**src/rtl/axi_lite_pkg.sv**
```systemverilog
// -----------------------------------------------------------------------------
// axi_lite_pkg
// Shared definitions for the AXI4-Lite register-bank blocks:
//   - AXI response codes (OKAY / SLVERR)
//   - write and read FSM state encodings
//   - addr_decode(): maps a byte address to a word index plus an error flag.
//     The index is addr[addr_lsb+3:addr_lsb]. The error flag is set when the
//     index is outside the implemented range or any address bit above the
//     index field is set.
// -----------------------------------------------------------------------------
package axi_lite_pkg;

    localparam logic [1:0] RESP_OKAY   = 2'b00;
    localparam logic [1:0] RESP_SLVERR = 2'b10;

    // Addresses are zero-extended to this width before decode so that one
    // function serves every ADDR_W up to 64 bits.
    localparam int unsigned DEC_ADDR_W = 64;

    typedef enum logic [0:0] {
        W_IDLE = 1'b0,
        W_RESP = 1'b1
    } wr_state_e;

    typedef enum logic [0:0] {
        R_IDLE = 1'b0,
        R_DATA = 1'b1
    } rd_state_e;

    typedef struct packed {
        logic [3:0] idx;
        logic       err;
    } addr_dec_t;

    function automatic addr_dec_t addr_decode(
        input logic [DEC_ADDR_W-1:0] addr,
        input int unsigned           addr_lsb,
        input int unsigned           num_regs
    );
        addr_dec_t             dec;
        logic [DEC_ADDR_W-1:0] word_s;
        word_s  = addr >> addr_lsb;
        dec.idx = word_s[3:0];
        dec.err = (word_s[DEC_ADDR_W-1:4] != 60'd0) ||
                  ({28'd0, word_s[3:0]} >= num_regs);
        return dec;
    endfunction

endpackage

```
**src/rtl/axi_lite_wr_chan.sv**
```systemverilog
// -----------------------------------------------------------------------------
// axi_lite_wr_chan
// Write side of the AXI4-Lite register bank: AW/W capture, write FSM and the
// B channel. AW and W are accepted independently; on the edge where both are
// available the write is committed through a one-cycle strobe towards the
// register array and the FSM moves to W_RESP.
//
// Ports:
//   clk, areset             clock, synchronous active-high reset
//   awvalid/awready/awaddr  write address channel
//   wvalid/wready/wdata/wstrb write data channel
//   bvalid/bready/bresp     write response channel
//   wr_en                   commit strobe (only for a decoded, in-range write)
//   wr_idx/wr_data/wr_strb  word index, data and byte enables of the commit
// -----------------------------------------------------------------------------
module axi_lite_wr_chan #(
    parameter int unsigned NUM_REGS = 4,
    parameter int unsigned ADDR_W   = 32,
    parameter int unsigned ADDR_LSB = 2
) (
    input  logic              clk,
    input  logic              areset,
    input  logic              awvalid,
    output logic              awready,
    input  logic [ADDR_W-1:0] awaddr,
    input  logic              wvalid,
    output logic              wready,
    input  logic [31:0]       wdata,
    input  logic [3:0]        wstrb,
    output logic              bvalid,
    input  logic              bready,
    output logic [1:0]        bresp,
    output logic              wr_en,
    output logic [3:0]        wr_idx,
    output logic [31:0]       wr_data,
    output logic [3:0]        wr_strb
);
    import axi_lite_pkg::*;

    wr_state_e             state_r;
    logic                  aw_held_r;
    logic                  w_held_r;
    logic [ADDR_W-1:0]     addr_r;
    logic [31:0]           data_r;
    logic [3:0]            strb_r;
    logic                  awready_r;
    logic                  wready_r;
    logic                  bvalid_r;
    logic [1:0]            bresp_r;

    logic                  aw_hs_s;
    logic                  w_hs_s;
    logic                  aw_have_s;
    logic                  w_have_s;
    logic                  commit_s;
    logic [DEC_ADDR_W-1:0] cmt_addr_s;
    addr_dec_t             cmt_dec_s;

    // Handshake detection and commit source selection (held copy or live bus).
    always_comb begin
        aw_hs_s    = awvalid && awready_r;
        w_hs_s     = wvalid && wready_r;
        aw_have_s  = aw_held_r || aw_hs_s;
        w_have_s   = w_held_r || w_hs_s;
        commit_s   = (state_r == W_IDLE) && aw_have_s && w_have_s;
        cmt_addr_s = {DEC_ADDR_W{1'b0}};
        cmt_addr_s[ADDR_W-1:0] = aw_held_r ? addr_r : awaddr;
        cmt_dec_s  = addr_decode(cmt_addr_s, ADDR_LSB, NUM_REGS);
        wr_en      = commit_s && !cmt_dec_s.err;
        wr_idx     = cmt_dec_s.idx;
        wr_data    = w_held_r ? data_r : wdata;
        wr_strb    = w_held_r ? strb_r : wstrb;
    end

    // Write FSM: capture flags, registered READYs and B channel.
    always_ff @(posedge clk) begin
        if (areset) begin
            state_r   <= W_IDLE;
            aw_held_r <= 1'b0;
            w_held_r  <= 1'b0;
            addr_r    <= {ADDR_W{1'b0}};
            data_r    <= 32'd0;
            strb_r    <= 4'd0;
            awready_r <= 1'b0;
            wready_r  <= 1'b0;
            bvalid_r  <= 1'b0;
            bresp_r   <= RESP_OKAY;
        end else begin
            case (state_r)
                W_IDLE: begin
                    if (commit_s) begin
                        state_r   <= W_RESP;
                        aw_held_r <= 1'b0;
                        w_held_r  <= 1'b0;
                        awready_r <= 1'b0;
                        wready_r  <= 1'b0;
                        bvalid_r  <= 1'b1;
                        bresp_r   <= cmt_dec_s.err ? RESP_SLVERR : RESP_OKAY;
                    end else begin
                        if (aw_hs_s) begin
                            aw_held_r <= 1'b1;
                            addr_r    <= awaddr;
                        end
                        if (w_hs_s) begin
                            w_held_r <= 1'b1;
                            data_r   <= wdata;
                            strb_r   <= wstrb;
                        end
                        // READY stays high only for a channel not yet held.
                        awready_r <= !aw_have_s;
                        wready_r  <= !w_have_s;
                    end
                end
                W_RESP: begin
                    if (bready) begin
                        state_r   <= W_IDLE;
                        bvalid_r  <= 1'b0;
                        awready_r <= 1'b1;
                        wready_r  <= 1'b1;
                    end
                end
                default: begin
                    state_r   <= W_IDLE;
                    aw_held_r <= 1'b0;
                    w_held_r  <= 1'b0;
                    awready_r <= 1'b0;
                    wready_r  <= 1'b0;
                    bvalid_r  <= 1'b0;
                    bresp_r   <= RESP_OKAY;
                end
            endcase
        end
    end

    assign awready = awready_r;
    assign wready  = wready_r;
    assign bvalid  = bvalid_r;
    assign bresp   = bresp_r;

endmodule

```
**src/rtl/axi_lite_slave_regs.sv**
```systemverilog
// -----------------------------------------------------------------------------
// axi_lite_slave_regs
// AXI4-Lite slave holding NUM_REGS 32-bit read/write registers with byte
// strobes and SLVERR decode errors. Write and read sides run independently.
// A read on the same edge as a write commit returns the pre-write value.
//
// Ports:
//   ACLK, ARESET                   clock, synchronous active-high reset
//   AW*/W*/B*                      write address/data/response channels
//   AR*/R*                         read address/data channels
//   AWPROT, ARPROT                 accepted and ignored
//   REGS_FLAT                      register i on bits [32*i+31:32*i]
// -----------------------------------------------------------------------------
module axi_lite_slave_regs #(
    parameter int unsigned NUM_REGS = 4,
    parameter int unsigned ADDR_W   = 32,
    parameter int unsigned ADDR_LSB = 2
) (
    input  logic                     ACLK,
    input  logic                     ARESET,
    input  logic                     AWVALID,
    output logic                     AWREADY,
    input  logic [ADDR_W-1:0]        AWADDR,
    input  logic [2:0]               AWPROT,
    input  logic                     WVALID,
    output logic                     WREADY,
    input  logic [31:0]              WDATA,
    input  logic [3:0]               WSTRB,
    output logic                     BVALID,
    input  logic                     BREADY,
    output logic [1:0]               BRESP,
    input  logic                     ARVALID,
    output logic                     ARREADY,
    input  logic [ADDR_W-1:0]        ARADDR,
    input  logic [2:0]               ARPROT,
    output logic                     RVALID,
    input  logic                     RREADY,
    output logic [31:0]              RDATA,
    output logic [1:0]               RRESP,
    output logic [NUM_REGS*32-1:0]   REGS_FLAT
);
    import axi_lite_pkg::*;

    logic [31:0]           regs_r [NUM_REGS];

    logic                  wr_en_s;
    logic [3:0]            wr_idx_s;
    logic [31:0]           wr_data_s;
    logic [3:0]            wr_strb_s;

    rd_state_e             rd_state_r;
    logic                  arready_r;
    logic                  rvalid_r;
    logic [31:0]           rdata_r;
    logic [1:0]            rresp_r;

    logic [DEC_ADDR_W-1:0] rd_addr_s;
    addr_dec_t             rd_dec_s;
    logic [31:0]           rd_word_s;
    logic                  unused_prot_s;

    assign unused_prot_s = ^{AWPROT, ARPROT};

    axi_lite_wr_chan #(
        .NUM_REGS (NUM_REGS),
        .ADDR_W   (ADDR_W),
        .ADDR_LSB (ADDR_LSB)
    ) u_wr_chan (
        .clk     (ACLK),
        .areset  (ARESET),
        .awvalid (AWVALID),
        .awready (AWREADY),
        .awaddr  (AWADDR),
        .wvalid  (WVALID),
        .wready  (WREADY),
        .wdata   (WDATA),
        .wstrb   (WSTRB),
        .bvalid  (BVALID),
        .bready  (BREADY),
        .bresp   (BRESP),
        .wr_en   (wr_en_s),
        .wr_idx  (wr_idx_s),
        .wr_data (wr_data_s),
        .wr_strb (wr_strb_s)
    );

    // Register array: byte-lane update on the commit strobe.
    always_ff @(posedge ACLK) begin
        if (ARESET) begin
            for (int i = 0; i < int'(NUM_REGS); i++) begin
                regs_r[i] <= 32'd0;
            end
        end else begin
            for (int i = 0; i < int'(NUM_REGS); i++) begin
                for (int b = 0; b < 4; b++) begin
                    if (wr_en_s && (wr_idx_s == 4'(i)) && wr_strb_s[b]) begin
                        regs_r[i][8*b +: 8] <= wr_data_s[8*b +: 8];
                    end
                end
            end
        end
    end

    // Read decode and AND-OR word select (index outside range selects nothing).
    always_comb begin
        rd_addr_s = {DEC_ADDR_W{1'b0}};
        rd_addr_s[ADDR_W-1:0] = ARADDR;
        rd_dec_s  = addr_decode(rd_addr_s, ADDR_LSB, NUM_REGS);
        rd_word_s = 32'd0;
        for (int i = 0; i < int'(NUM_REGS); i++) begin
            rd_word_s = rd_word_s | ({32{rd_dec_s.idx == 4'(i)}} & regs_r[i]);
        end
    end

    // Read FSM: AR accept, registered R channel held until RREADY.
    always_ff @(posedge ACLK) begin
        if (ARESET) begin
            rd_state_r <= R_IDLE;
            arready_r  <= 1'b0;
            rvalid_r   <= 1'b0;
            rdata_r    <= 32'd0;
            rresp_r    <= RESP_OKAY;
        end else begin
            case (rd_state_r)
                R_IDLE: begin
                    if (ARVALID && arready_r) begin
                        rd_state_r <= R_DATA;
                        arready_r  <= 1'b0;
                        rvalid_r   <= 1'b1;
                        rdata_r    <= rd_dec_s.err ? 32'd0 : rd_word_s;
                        rresp_r    <= rd_dec_s.err ? RESP_SLVERR : RESP_OKAY;
                    end else begin
                        arready_r  <= 1'b1;
                    end
                end
                R_DATA: begin
                    if (RREADY) begin
                        rd_state_r <= R_IDLE;
                        rvalid_r   <= 1'b0;
                        arready_r  <= 1'b1;
                    end
                end
                default: begin
                    rd_state_r <= R_IDLE;
                    arready_r  <= 1'b0;
                    rvalid_r   <= 1'b0;
                    rdata_r    <= 32'd0;
                    rresp_r    <= RESP_OKAY;
                end
            endcase
        end
    end

    assign ARREADY = arready_r;
    assign RVALID  = rvalid_r;
    assign RDATA   = rdata_r;
    assign RRESP   = rresp_r;

    for (genvar g = 0; g < int'(NUM_REGS); g++) begin : g_flat
        assign REGS_FLAT[32*g +: 32] = regs_r[g];
    end

endmodule

```
**config.mk**
```make
export PLATFORM = sky130hd
export DESIGN_NAME = axi_lite_slave_regs
export DESIGN_NICKNAME = d
export VERILOG_FILES = /design/src/rtl/axi_lite_pkg.sv /design/src/rtl/axi_lite_wr_chan.sv /design/src/rtl/axi_lite_slave_regs.sv
export SDC_FILE = /design/constraint.sdc
export NUM_CORES = 1
export LEC_CHECK = 0
export CAP_MARGIN = 20
export CORE_ASPECT_RATIO = 1.75
export CORE_UTILIZATION = 54
export CTS_BUF_LIST = sky130_fd_sc_hd__clkbuf_4
export CTS_CLUSTER_SIZE = 10
export DETAILED_ROUTE_END_ITERATION = 8
export HOLD_SLACK_MARGIN = 0.08
export PLACE_DENSITY_LB_ADDON = 0.08
export SYNTH_ARGS = -nofsm -noshare
export SYNTH_HDL_FRONTEND = slang
export SYNTH_HIERARCHICAL = 1
export SYNTH_SLANG_ARGS = --single-unit
```
**constraint.sdc**
```tcl
create_clock -name ACLK -period 6.2 [get_ports ACLK]
set_input_delay 0.93 -clock ACLK [delete_from_list [all_inputs] [get_ports ACLK]]
set_output_delay 0.93 -clock ACLK [all_outputs]
set_load 0.05 [all_outputs]
```
### Word level (Yosys, flattened, before mapping)

Memory sizes are Yosys's and may differ from the RTL's.
Index checks and enable logic that the tools add are counted.

* register bits: 113
* bits in writable memories: 128
* output and inout bits: 169
* memories: 1
* bits of input ports: 113

Memory list
* regs_r: words 4, width 32, read ports 4, clocked after Yosys merged registers in 0, wr ports 4, line axi_lite_slave_regs.sv:44 `logic [31:0] regs_r [NUM_REGS];`

* $lt $le $gt $ge: 2
* multiplexer cells: 96
* equality and inequality tests: 10
* bitwise operators: 26
* reductions and logical operators: 47

Operator list (count)
* AND 32 bit: 4
* 2-to-1 mux 8 bit: 16
* nonzero test 60 bit: 2
* 2-to-1 mux 32 bit: 3
* OR 32 bit: 3
* 2-to-1 mux 1 bit: 67
* logical AND 1 bit: 26
* equality test 4 x 2 -> 1 bit (second input constant): 4
* OR 1 bit: 16
* one-hot mux 1 bit (2 select lines): 7
* AND reduction 2 bit: 6
* equality test 4 x 1 -> 1 bit (second input constant): 2
* >= comparator 4 x 3 -> 1 bit (second input constant): 2
* zero test 4 bit: 2
* != test 2 bit (second input constant): 3
* AND reduction 3 bit: 2
* logical OR 1 bit: 4
* 2-to-1 mux 2 bit: 2
* 2-to-1 mux 4 bit: 1
* nonzero test 2 bit: 2
* zero test 1 bit: 3
* inverter 1 bit: 3
* != test 2 x 1 -> 1 bit (second input constant): 1

### Depth between registers and ports, before layout

* word-level depth: 11
* depth in mapped cells: 9
* gate-level depth less buffers: 8

### Cells and area by module

The synthesis kept the hierarchy.

By module, submodules not included
* axi_lite_slave_regs: cells an instance 590, times used 1, area each 7373.3 um^2
* axi_lite_wr_chan: cells an instance 392, times used 1, area each 3233.1 um^2

### Least setup slack after synthesis

No wires, ideal clock.

* kind: input-to-reg
* from: input port WVALID
* to: memory regs_r[2][0] (enable)
* arrival time: 2.493 ns
* path buffers: 0
* stages: 7
* setup time: 0.326 ns
* path slack: 3.381 ns
* cell sequence: a21oi_2 > or3_4 > a211oi_2 > and2_1 > nor2b_1 > and3_1 > a21o_1

RTL lines
* start, declared: line axi_lite_slave_regs.sv:25 `input logic WVALID,`
* end, declared: line axi_lite_slave_regs.sv:44

==> results.md <==
* CTS H-Tree Depth at 2
* Max-cap violations at 0
* Worst path arrival time at 3.81 ns
* Worst r2r dst: regs_r[0][11]
* CP Max Fanout at 8
* Worst EP required at 6.69 ns
* Die width at 107.9 µm
* Aggregate global routing overflow at 0
* Setup-failing EPs final at 0
* Hold Path Class: flip-flop to flip-flop
* Fmax at 301.5 MHz
* Largest area contributor in the netlist: edfxtp_1
* Worst reg2reg setup slack at 3.00 ns
* Routed vias/inst at 5.534
* DRT iter0 DRCs at 379
* Max Root-Sink Buffers at 3
* Synthesized area per cell at 10.80 µm²
* Rows at 67
* Synth warnings at 6
* WL final at 29.18 mm
* Gpl congestion at 0.8127
* GRT Overall Usage at 28.88%
* Worst path depth at 9
* Post-synth net total at 1095
* Clock skew at 0.03741 ns
* Register area share after synthesis at 56.81%
* Synth cell types at 37
* Initial antenna violation count at 1
* PD cells at 249.2 nW/µm²
* Synth top area cells: edfxtp_1 36%, dfxtp_1 21%, and2_1 7.7%, nand2_1 7.2%, mux2_2 4.2%
* TritonCTS Buffers at 53
* Crit path largest cell delay at 0.65 ns
* Number of flops mapped to enable cells by yosys at 128
* Clk sinks at 237
* Top cell family by delay on the critical path: simple AND/OR/NAND/NOR gates
* Flops & latches, synth at 237
* Die height at 187.4 µm
* Setup repair bufs after CTS at 0
* Crit path buf inv count at 1
* Synthesized area at 10610 µm²
* Antenna Nets Post-Route at 0
* CP startpoint: WVALID
* Post-layout nets at 1366
* Post-Synthesis Cells at 982
* Global-route wire length before repair at 44.26 mm
* Slowest stage cell on the critical path: nor2_1
* Io pins at 282
* Largest net degree at the start of global routing at 70
* Max rail drop VDD at 239.0 µV
* Routed len/inst at 18.96 µm
* Worst r2r src: u_wr_chan/aw_held_r
* Via count of the first global-routing pass at 8608
* Post-DP HPWL at 20.06 mm
* Final hold slack at 0.4528 ns
* Routed vias at 8517
* Fill cells at 1397
* Most Frequent Cell on Critical Path: and2_1
* Worst Setup Start Kind: input pin
* Reg clk slew, reported paths at 0.06 ns
* TritonCTS clock tree: yes
* Starting Density at 55.25%
* Top-area cell type share of the netlist area at 36.24%
* Top FF cell, synth: edfxtp_1
* Root Buffer: clkbuf_4
* Final TNS setup at 0 ns
* Crit Path Category: input pin to flip-flop
* Final-report hold violation count at 0
* I/O Buffers at 269
* DRC Markers at 0
* Slew Limit Fails at 0
* Rel. slew slack at 40.39%
* Core area at 19200 µm²
* Async SR Flop Fraction at 0%
* Outcome: finished, final reports clean
* Worst-Skew Late Latency at 0.65 ns
* Static leakage at 4.979 nW
* DIE AREA at 20230 µm²
* Critical-path cell list: clkdlybuf4s50_1 > a21oi_2 > or3_4 > a211oi_2 > and2_1 > nor2b_1 > nand2_1 > nor2_1 > and2_1
* Hold buffers post-CTS at 0
* Layout cells sized above 1 at 13.96%
* Actual slew at the worst max-slew pin at 0.8941 ns
* Unrepaired setup endpoints after global routing: false
* TritonRoute pass-1 iters at 5
* Final min period at 3.317 ns
* Reg2reg path depth at 8
* Post_cts resized at 0
* Critical Path Sink: regs_r[0][11]
* Area Overhead vs Synth at 32.72%
* Crit share post-route at 53.50%
* Crit. End Element: flip-flop
## power breakdown
group	switching [mW]	internal (mW)
logic	0.304	0.186
registers	0.0374	1.71
clock network	0.593	0.680
total	0.934	2.57
## sequential cells by signal, indices dropped and copies added, names as in the netlist, 4 cells and up
name              flops
u_wr_chan/strb_r      4
regs_r              128
RDATA                32
u_wr_chan/data_r     32
u_wr_chan/addr_r     30
## stage by stage
step	total power, mW	std cells	util (%)	area [µm²]	setup slack [ns]
global placement	2.260	1438	69.39	13320	2.397
global route	3.639	1539	73.33	14080	2.777
CTS	3.534	1537	73.19	14050	2.966
detailed placement	2.266	1438	69.39	13320	2.341
floorplan	2.076	982	-	10610	3.381
finish	3.508	1539	73.33	14080	2.883
## routing by layer
| metal | share of wire (%) | GRT usage, % |
|---|---|---|
| met4 | 4.7 | 16.17 |
| met2 | 56 | 55.10 |
| met1 | 32 | 27.32 |
| met3 | 7.3 | 6.272 |
| met5 | 0 | 0 |
## worst register-to-register path: cells and delay by family, from the launching register on
| kind | cells | cell delay, ns |
|---|---|---|
| AND/OR/NAND/NOR | 7 | 2.12 |
| AO/OA/AOI/OAI | 1 | 0.29 |
| flip-flops | 1 | 0.67 |
## synthesized netlist by cell type (10+ instances only)
library cell,n
a221oi_2,29
a21oi_1,71
mux2_2,40
nor4_1,17
nor2_1,58
buf_4,10
edfxtp_1,128
clkbuf_1,33
and2_1,131
a221oi_1,37
a21o_1,16
dfxtp_1,109
mux2i_1,33
nand2_1,203
## worst min path at each step
| stage | start | endpoint | slack [ns] | cells after the start |
|---|---|---|---|---|
| 2_1_floorplan | u_wr_chan/addr_r[2] | u_wr_chan/addr_r[2] | 0.43 | 2 |
| 3_3_place_gp | u_wr_chan/data_r[27] | u_wr_chan/data_r[27] | 0.44 | 2 |
| 3_5_place_dp | u_wr_chan/data_r[18] | u_wr_chan/data_r[18] | 0.44 | 2 |
| 4_1_cts | u_wr_chan/data_r[18] | u_wr_chan/data_r[18] | 0.45 | 2 |
| 5_1_grt | u_wr_chan/data_r[20] | u_wr_chan/data_r[20] | 0.47 | 2 |
| 6_report | u_wr_chan/data_r[31] | u_wr_chan/data_r[31] | 0.45 | 2 |
## kinds of logic after synthesis
group,Yosys count,synth area share [%]
mux,73,7.361
other cells,2,0.07081
buf+inv,67,3.503
simple gates,446,20.28
flops,237,56.81
compound gates,157,11.97
## layout by cell type, fill, tap and decap left out, types with 3 or more instances in the layout
master and count:
mux2_2 40, and2_1 131, nand2_1 203, a221oi_2 29, nand4_1 4, nor2_1 58
inv_1 3, nor4_1 17, buf_4 11, mux2i_1 33, clkdlybuf4s50_1 267, nand3_1 4
a21oi_1 71, clkinv_1 9, dfxtp_1 108, a21o_1 16, nand2b_1 6, clkbuf_4 88
nor3_1 8, a221oi_1 37, edfxtp_1 128
## layout make-up
cell class	count	area (µm²)	share of cell area (%)
sequential	237	6027	42.81
multi-input combinational	678	4222	29.99
timing repair buffer	280	2785	19.78
clock buffer	88	660.6	4.693
tap	241	301.5	2.142
clock inverter	11	67.56	0.4800
inverter	3	11.26	0.07999
antenna	1	2.502	0.01778
Power figures use the tool's default switching activity.
